`src/rtl/ser_frame_tx.sv`:
```
// Serial frame transmitter: header 1011, PAYLOAD_W payload bits MSB first, then GAP_W idle zeros.
// One bit advance per Clk_EN strobe; a one-entry holding register decouples the load handshake from the line.
module ser_frame_tx #(
    parameter int PAYLOAD_W = 11,
    parameter int GAP_W     = 1
) (
    input  logic                 clk,
    input  logic                 rst,
    input  logic                 Clk_EN,
    input  logic                 start,
    input  logic [PAYLOAD_W-1:0] data_in,
    output logic                 ready,
    output logic                 SerOut,
    output logic                 SerOutValid,
    output logic                 busy,
    output logic                 done
);

    localparam int MAX_PG = (PAYLOAD_W > GAP_W) ? PAYLOAD_W : GAP_W;
    localparam int MAX_C  = (MAX_PG > 4) ? MAX_PG : 4;
    localparam int CW     = $clog2(MAX_C) + 1;

    localparam logic [CW-1:0] HDR_LAST = CW'(3);
    localparam logic [CW-1:0] PAY_LAST = CW'(PAYLOAD_W - 1);
    localparam logic [CW-1:0] GAP_LAST = CW'(GAP_W - 1);

    typedef enum logic [1:0] {S_IDLE, S_HDR, S_PAY, S_GAP} state_t;

    state_t                 state, state_n;
    logic [CW-1:0]          cnt, cnt_n;
    logic [PAYLOAD_W-1:0]   shreg, shreg_n;
    logic [PAYLOAD_W-1:0]   hold;
    logic                   hold_full;
    logic                   ser_q, ser_n;
    logic                   vld_q, vld_n;
    logic                   done_q, done_n;
    logic                   load;

    always_ff @(posedge clk or negedge rst) begin
        if (!rst) begin
            state     <= S_IDLE;
            cnt       <= '0;
            shreg     <= '0;
            hold      <= '0;
            hold_full <= 1'b0;
            ser_q     <= 1'b0;
            vld_q     <= 1'b0;
            done_q    <= 1'b0;
        end else begin
            state  <= state_n;
            cnt    <= cnt_n;
            shreg  <= shreg_n;
            ser_q  <= ser_n;
            vld_q  <= vld_n;
            done_q <= done_n;
            // A consume edge wins: ready was already low, so a coincident start is dropped.
            if (load) begin
                hold_full <= 1'b0;
            end else if (start && !hold_full) begin
                hold      <= data_in;
                hold_full <= 1'b1;
            end
        end
    end

    always_comb begin
        state_n = state;
        cnt_n   = cnt;
        shreg_n = shreg;
        ser_n   = ser_q;
        vld_n   = vld_q;
        done_n  = 1'b0;
        load    = 1'b0;
        if (Clk_EN) begin
            case (state)
                S_IDLE: begin
                    ser_n = 1'b0;
                    vld_n = 1'b0;
                    load  = hold_full;
                end
                S_HDR: begin
                    if (cnt == HDR_LAST) begin
                        ser_n   = shreg[PAYLOAD_W-1];
                        vld_n   = 1'b1;
                        cnt_n   = '0;
                        state_n = S_PAY;
                    end else begin
                        // Remaining header bits after the leading 1 are 0,1,1.
                        ser_n = (cnt != '0);
                        cnt_n = cnt + CW'(1);
                    end
                end
                S_PAY: begin
                    if (cnt == PAY_LAST) begin
                        ser_n   = 1'b0;
                        vld_n   = 1'b0;
                        cnt_n   = '0;
                        state_n = S_GAP;
                    end else begin
                        shreg_n = shreg << 1;
                        ser_n   = shreg[PAYLOAD_W-2];
                        cnt_n   = cnt + CW'(1);
                    end
                end
                S_GAP: begin
                    ser_n = 1'b0;
                    if (cnt == GAP_LAST) begin
                        done_n  = 1'b1;
                        cnt_n   = '0;
                        state_n = S_IDLE;
                        load    = hold_full;
                    end else begin
                        cnt_n = cnt + CW'(1);
                    end
                end
                default: state_n = S_IDLE;
            endcase
            if (load) begin
                shreg_n = hold;
                ser_n   = 1'b1;
                vld_n   = 1'b0;
                cnt_n   = '0;
                state_n = S_HDR;
            end
        end
    end

    assign ready       = !hold_full;
    assign SerOut      = ser_q;
    assign SerOutValid = vld_q;
    assign busy        = (state != S_IDLE);
    assign done        = done_q;

endmodule

```
`config.mk`:
```
export PLATFORM = sky130hd
export DESIGN_NAME = ser_frame_tx
export DESIGN_NICKNAME = d
export VERILOG_FILES = /design/src/rtl/ser_frame_tx.sv
export SDC_FILE = /design/constraint.sdc
export NUM_CORES = 1
export LEC_CHECK = 0
export ABC_AREA = 1
export CAP_MARGIN = 20
export CORE_UTILIZATION = 30
export DETAILED_ROUTE_END_ITERATION = 10
export PLACE_DENSITY = 0.48
export SYNTH_ARGS = -nofsm -noshare
export SYNTH_HDL_FRONTEND = slang
export SYNTH_SLANG_ARGS = --single-unit
```
`constraint.sdc`:
```
create_clock -name clk -period 2.6 [get_ports clk]
set_input_delay 0.52 -clock clk [delete_from_list [all_inputs] [get_ports clk]]
set_output_delay 0.52 -clock clk [all_outputs]
set_load 0.03 [all_outputs]
```
==> impl_summary.txt, run 1 <==
----------------------------------------------------
[Yosys]
  Gate count after technology mapping ... 211
  Synthesized net count ... between 200 and 250
  Dominant combinational cell family by area after synthesis ... simple AND/OR/NAND/NOR gates
  Main area contributors after synthesis ... dfrtp_1 47%, nand2_1 18%, mux2_2 7.0%
  Distinct cells, synth ... 23
  Adder and majority gate portion of the synthesized area ... 5.64%
  Xor/xnor cell area share of the yosys netlist ... 1.48%
  Sequential element share of the synthesized area ... 46.5%
  Compound-gate portion of the synthesized area ... 2.82%
  Synthesized flop and latch total ... 33
  Cell accounting for the most synthesized area ... dfrtp_1
  Synthesized-area fraction occupied by and/or/nand/nor cells ... 30.7%
  Post-synth top area share ... about 47%
  Average cell area after synthesis ... about 8.4 sq um
  Number of warnings printed during yosys synthesis ... 0
  Netlist area before placement ... 0.00178 sq mm
  Portion of netlist area occupied by mux cells ... 6.98%

[Worst setup path]
  Cell class contributing the biggest share of worst-path delay ... buffers and inverters
  Series of cell instances along the critical path ... inv_1 -> ha_1 -> inv_1 -> clkdlybuf4s50_1
  Element type at the critical path end ... output port
  Worst path most repeated cell ... inv_1
  Data required time of the critical path ... approximately 2100 ps
  CP peak stage delay ... 680 ps
  Crit-path max FO ... 5
  Startpoint kind of the worst setup timing path ... flop
  Worst path slowest cell ... clkdlybuf4s50_1
  Crit Path Category ... reg2out
  Data arrival time of the critical path ... 1830 ps
  Number of buffer and inverter stages on the critical path ... 3

[GRT]
  Remaining global-route overflow ... 0
  Pin count of the biggest net entering global routing ... 34
  Via count of the first global-routing pass ... 1,368
  Overall Global Routing Usage ... between 10% and 20%
  Wire length of the first global-routing pass ... between 6 and 7 mm
  Antenna violations before repair ... 0

[Placement]
  GP Congestion ... 0.744
  Post-DP HPWL ... 2.62 mm
  Worst Setup Slack post-DPL ... 471 ps
  Port Buf Inserts ... 19
  Cell area after placement ... 0.00204 sq mm

[Die]
  Starting density of the core ... approximately a third
  Height of the die ... just under 80 um
  Die Area ... 0.00623 sq mm
  Overall die width ... 78.9 um
  Core ar. ... 0.00561 sq mm
  I/O pins ... 20
  # rows ... 27

[STA]
  Final Slew Violations ... 0
  Min setup slack post-route ... 247 ps
  Slew at the pin closest to its max-slew limit ... 461 ps
  Period Utilization, post-route ... 90.5%
  Setup tns final ... 0 ps
  Endpoints failing setup ... 0
  Tightest slew margin relative to the limit ... 69.2%
  Setup repair after global routing missed its margin ... false
  Worst setup skew after layout ... 3.40 ps
  Final hold slack ... approximately 480 ps
  Hold violation total from the final report ... 0
  Max Fclk ... 0.425 GHz
  Clock period minus final worst setup slack ... 2350 ps

[Power and ir drop]
  Power density relative to cell area ... between 1000 and 1500 mW/mm^2
  VDD IR max ... 0.625 mV
  P_leak ... between 0.001 and 0.0015 uW

[Clock tree]
  Number of post-CTS setup repair buffers ... 0
  Clock tree from TritonCTS ... built
  Post-CTS sizing ... 0
  Number of buffers added by the clock tree synthesis step ... 5
  Hold-fix buffer count after cts ... 0
  Clock Latency Late Sink ... 290 ps
  Clk root buf ... clkbuf_8
  Buffers from clock root to sink, at most ... 2
  Level count of the clock H-tree ... 2
  Clock slew at the register clock pins of the worst setup and hold paths ... 70 ps
  Number of clock sinks seen by CTS ... 33

[Cells and area]
  Highest-count cells in the layout ignoring fill and taps ... 84 x nand2_1, 33 x dfrtp_1, 19 x clkdlybuf4s50_1, 18 x nand3_1, 16 x inv_1
  Most common library cell in the layout ignoring fill and taps ... nand2_1
  Post-route cell area ... 0.00212 sq mm
  Number of diodes added for antenna fixing ... 0
  Filler instances ... between 600 and 700
  Sequential Area ... 826 sq um
  Footprint of the multi-input gates ... roughly 840 sq um
  Fraction of final layout cells with drive strength greater than 1 ... about 14%
  Synthesis-to-layout area growth ... 19.6%
  Net count reported at finish ... 257

[Route]
  Remaining number of nets flagged by the antenna check after routing ... 0
  Vias post-DR ... 1,373
  Number of DRC violations after detailed routing ... 0
  Final Routed Wirelength ... 3.67 mm
  Starting DRC count in detailed routing ... 75
  Average detailed-routed wire length per instance ... about 12 um
  Routed via count divided by cell count ... roughly 4.5
  First-pass iteration count of the detailed router ... 5

[Min path]
  Hold crit path type ... reg2reg

[Run]
  Number of max-cap violations ... 0

[Run status]
  Outcome ... finished clean

----------------------------------------------------
==> logic make-up after synthesis <==
| group | Yosys count |
|---|---|
| AOI/OAI and AO/OA | 7 |
| adders and majority gates | 8 |
| DFF | 33 |
| xor gates and xnor gates | 3 |
| buffers and inverters | 23 |
| and+or+nand+nor | 126 |
| muxes | 11 |
==> cells in the mapped netlist <==
library cell	n
buf_6	2
a21oi_4	1
nor2_4	1
ha_1	8
xor2_1	1
inv_1	16
nand4_1	5
clkbuf_1	1
nand3_2	2
nand2_2	2
a21oi_2	1
xnor2_1	2
nand2_1	84
dfrtp_1	33
inv_2	1
nand3_1	18
nor2_1	10
mux2_2	11
or2_1	1
buf_2	3
nand3b_1	1
nor2_2	2
o21ai_0	5
==> report_power, final <==
part	total (uW)	internal [uW]	switching, uW	leakage [uW]
Combinational	1170	451	718	0.000624
Clock	385	185	201	0.0000439
Sequential	845	714	131	0.000417
Total	2400	1350	1050	0.00108
==> stage by stage <==
step | util (%) | power (uW) | std cells
after floorplan | - | 1750 | 211
after global placement | 36.3 | 2030 | 299
after detailed placement | 36.3 | 2040 | 299
after CTS | 37.9 | 2440 | 307
after global routing | 37.9 | 2650 | 307
final | 37.9 | 2400 | 307
==> per-layer routing <==
layer | vias to the layer above | GRT usage [%] | wire [um]
li1 | 712 | - | -
met1 | 630 | 19.4 | 1970
met2 | 25 | 19.8 | 1500
met3 | 6 | 3.45 | 130
met4 | 0 | 6.00 | 72
met5 | - | 0 | 0
==> worst reg2reg max path: cells and delay by family (launching register included) <==
family / cells / cell delay (ps)
simple gates: 8 / 1180
flops: 1 / 400
fa+ha+maj: 1 / 160
buf+inv: 2 / 150
==> registers in the layout (all words and copies together), names as in the netlist <==
name and cells:
hold 11, shreg 11, cnt 5, state 2, SerOut 1, SerOutValid 1, done 1, hold_full 1
==> final timing paths <==
check,slack [ps],depth (start not counted),end,from
worst max register to register,610,11,shreg[2]$_DFFE_PN0P_,cnt[0]$_DFFE_PN0P_
worst min-delay path,480,2,shreg[6]$_DFFE_PN0P_,shreg[6]$_DFFE_PN0P_
worst min register to register,480,2,shreg[6]$_DFFE_PN0P_,shreg[6]$_DFFE_PN0P_
min in group asynchronous,630,2,SerOutValid$_DFFE_PN0P_,rst
max in group asynchronous,1670,2,shreg[10]$_DFFE_PN0P_,rst
worst max-delay path,250,4,busy,state[0]$_DFFE_PN0P_
==> cell type report <==
cell class              count  area share, %
clock buffers               5           3.24
flip-flops and latches     33           38.9
well taps                  72           4.24
inverters                  17           3.01
multi-input cells         155           39.8
repair buffers             22           10.0
clock inverters             3          0.825
Power figures use the tool's default switching activity.
==> run 2, diff against run 1 <==
Settings changed: SLEW_MARGIN set to 10.
==> results of run 2 <==
Final layout, timing and power as in run 1 (identical DEF).
==> patch: new RTL, config.mk and constraints of run 2 <==
One comparison of `cnt` changes from == to >=.
--- a/src/rtl/ser_frame_tx.sv
+++ b/src/rtl/ser_frame_tx.sv
@@ -91,7 +91,7 @@
                     end
                 end
                 S_PAY: begin
-                    if (cnt == PAY_LAST) begin
+                    if (cnt >= PAY_LAST) begin
                         ser_n   = 1'b0;
                         vld_n   = 1'b0;
                         cnt_n   = '0;
Behaviour: no difference found for any inputs over 10 cycles, from zero or initial values and one cycle with rst low; that may be too few to reach the edited logic, so the function may still have changed.
==> patch against run 2 <==
  * Global-route usage down 0.33 points
  * Clock power rose by 49%
  * Die area grew 5.1%
  * Final area up 6.4%
  * Power grew 22%
  * Setup slack got worse by 0.024 ns
  * Combinational power up 26%
  * Maximum frequency is 1.0% lower
  * Routed wire length rose by 3.5%
  * Hold slack got worse by 0.0031 ns
  * Area after synthesis is 5.3% higher
  * Sequential cell count unchanged
  * First-iteration DRC count up 13%
  * Largest cell class unchanged
==> patch: results (changes against run 2) <==
stage,metric,value,unit,change
placed_design,place_congestion,0.807,,+8.4%
final_layout,fillers,639,,+1.8%
critical_path,r2r_cells,7,,-4
logic_synthesis,muxShareOfSynthArea,6.63,%,-0.35 points
drt,drt_iter0_drc,85,,+13%
timing,max_slew_margin,70.4,%,+1.1 points
logic_synthesis,synth_fa_ha_area_share,5.35,%,-0.28 points
outcome,status,completed,,
power_and_ir_drop,intPower,1.65,mW,+22%
critical_path,r2r_slack,0.63,ns,+0.02 ns
logic_synthesis,synthArstFlopShare,100,%,unchanged
final_layout,nNetsFinal,264,,+2.7%
logic_synthesis,synthTopCellsByArea,"dfrtp_1 44%, nand2_1 16%, nand3_1 7.5%, mux2_2 6.6%, ha_1 5.4%",,
logic_synthesis,synth_cell_types,26,,+13%
critical_path,worstPathArrival,1.86,ns,+0.03 ns
logic_synthesis,synth_commonest_cells,"80 x nand2_1, 33 x dfrtp_1, 28 x nand3_1",,
final_layout,drive_gt1_share,13.6,%,+0.019 points
power_and_ir_drop,leakage,1.14,nW,+4.8%
timing,fin_worst_skew,0.00703,ns,+0.00362 ns
critical_path,critPathMaxFanout,5,,unchanged
drt,routed_wl,3800,um,+3.5%
critical_path,r2r-end,cnt[1],,
drt,vias,1454,,+5.9%
logic_synthesis,synth_nets,242,,+3.4%
placed_design,dp_hpwl,2680,um,+2.0%
drt,drtPass1Iterations,4,,-1
global_routing,grt_pass1_vias,1339,,-2.1%
global_routing,grt_pass1_wl,6640,um,+0.84%
critical_path,rr_startpoint,state[0],,
logic_synthesis,ys_seq_area_share,44.2,%,-2.3 points
placed_design,post-place-ws,0.512,ns,+0.0409 ns
timing,fmax,421,MHz,-1.0%
critical_path,path_class,reg2out,,
power_and_ir_drop,vdd_drop_max,559,uV,-11%
logic_synthesis,synthXorXnorAreaFrac,1.41,%,-0.074 points
global_routing,globalRouteTotalUtil,13.4,%,-0.33 points
logic_synthesis,synth_compound_area_share,4.02,%,+1.2 points
[patch: changes by cell type after synthesis, moves of 2 or more]
| cell | change |
|---|---|
| a21oi_1 | +7 |
| inv_1 | -2 |
| nand2_1 | -4 |
| nand3_1 | +10 |
| nand4_1 | -3 |
| nor2_2 | -2 |
| o21ai_0 | -3 |
| xnor2_1 | -2 |
| xor2_1 | +2 |
[patch: metrics by stage]
stage	instances	hold slack [ns]	util (%)	instance area (um2)
floorplan	219	0.224	-	1870
global placement	309	0.463	35.7	2120
detailed placement	309	0.466	35.7	2120
CTS	317	0.485	37.9	2260
global route	317	0.510	37.9	2260
finish	317	0.480	37.9	2260
[patch: power by group through the flow]
stage / sequential, mW / combinational (mW) / clock [mW]
detailed placement: 0.883 / 1.50 / 0
global placement: 0.877 / 1.50 / 0
CTS: 0.874 / 1.50 / 0.590
global route: 0.907 / 1.67 / 0.613
finish: 0.873 / 1.48 / 0.572
floorplan: 0.878 / 1.18 / 0
[patch: cell families after synthesis]
kind of cell               after synthesis
and+or+nand+nor                        132
adders and majority gates                8
buffers and inverters                   20
xor gates and xnor gates                 3
muxes                                   11
AOI/OAI and AO/OA                       12
DFF                                     33
[patch: critical path: stages (launching register included)]
cell and delay, ns:
dfrtp_1 0.42, inv_1 0.08, ha_1 0.21, inv_1 0.16, clkdlybuf4s50_1 0.70
[patch: worst min path at each step]
stage | from | end | slack [ns] | cells after the start
2_1_floorplan | rst | SerOut | 0.22 | 0
3_3_place_gp | shreg[4] | shreg[4] | 0.46 | 2
3_5_place_dp | shreg[4] | shreg[4] | 0.47 | 2
4_1_cts | shreg[4] | shreg[4] | 0.48 | 2
5_1_grt | shreg[0] | shreg[0] | 0.51 | 2
6_report | shreg[0] | shreg[0] | 0.48 | 2
[patch: cell type report]
cell class	instances	share of cell area [%]
timing repair buffer	21	9.09
inverter	14	2.33
clock buffer	5	3.05
multi-input combinational	166	41.9
clock inverter	3	2.88
tap	75	4.16
sequential	33	36.6
[patch: metal layers]
metal,share of wire [%],GRT usage [%]
met1,53,19.8
met2,42,19.0
met3,3.8,3.71
met4,1.3,3.75
met5,0,0
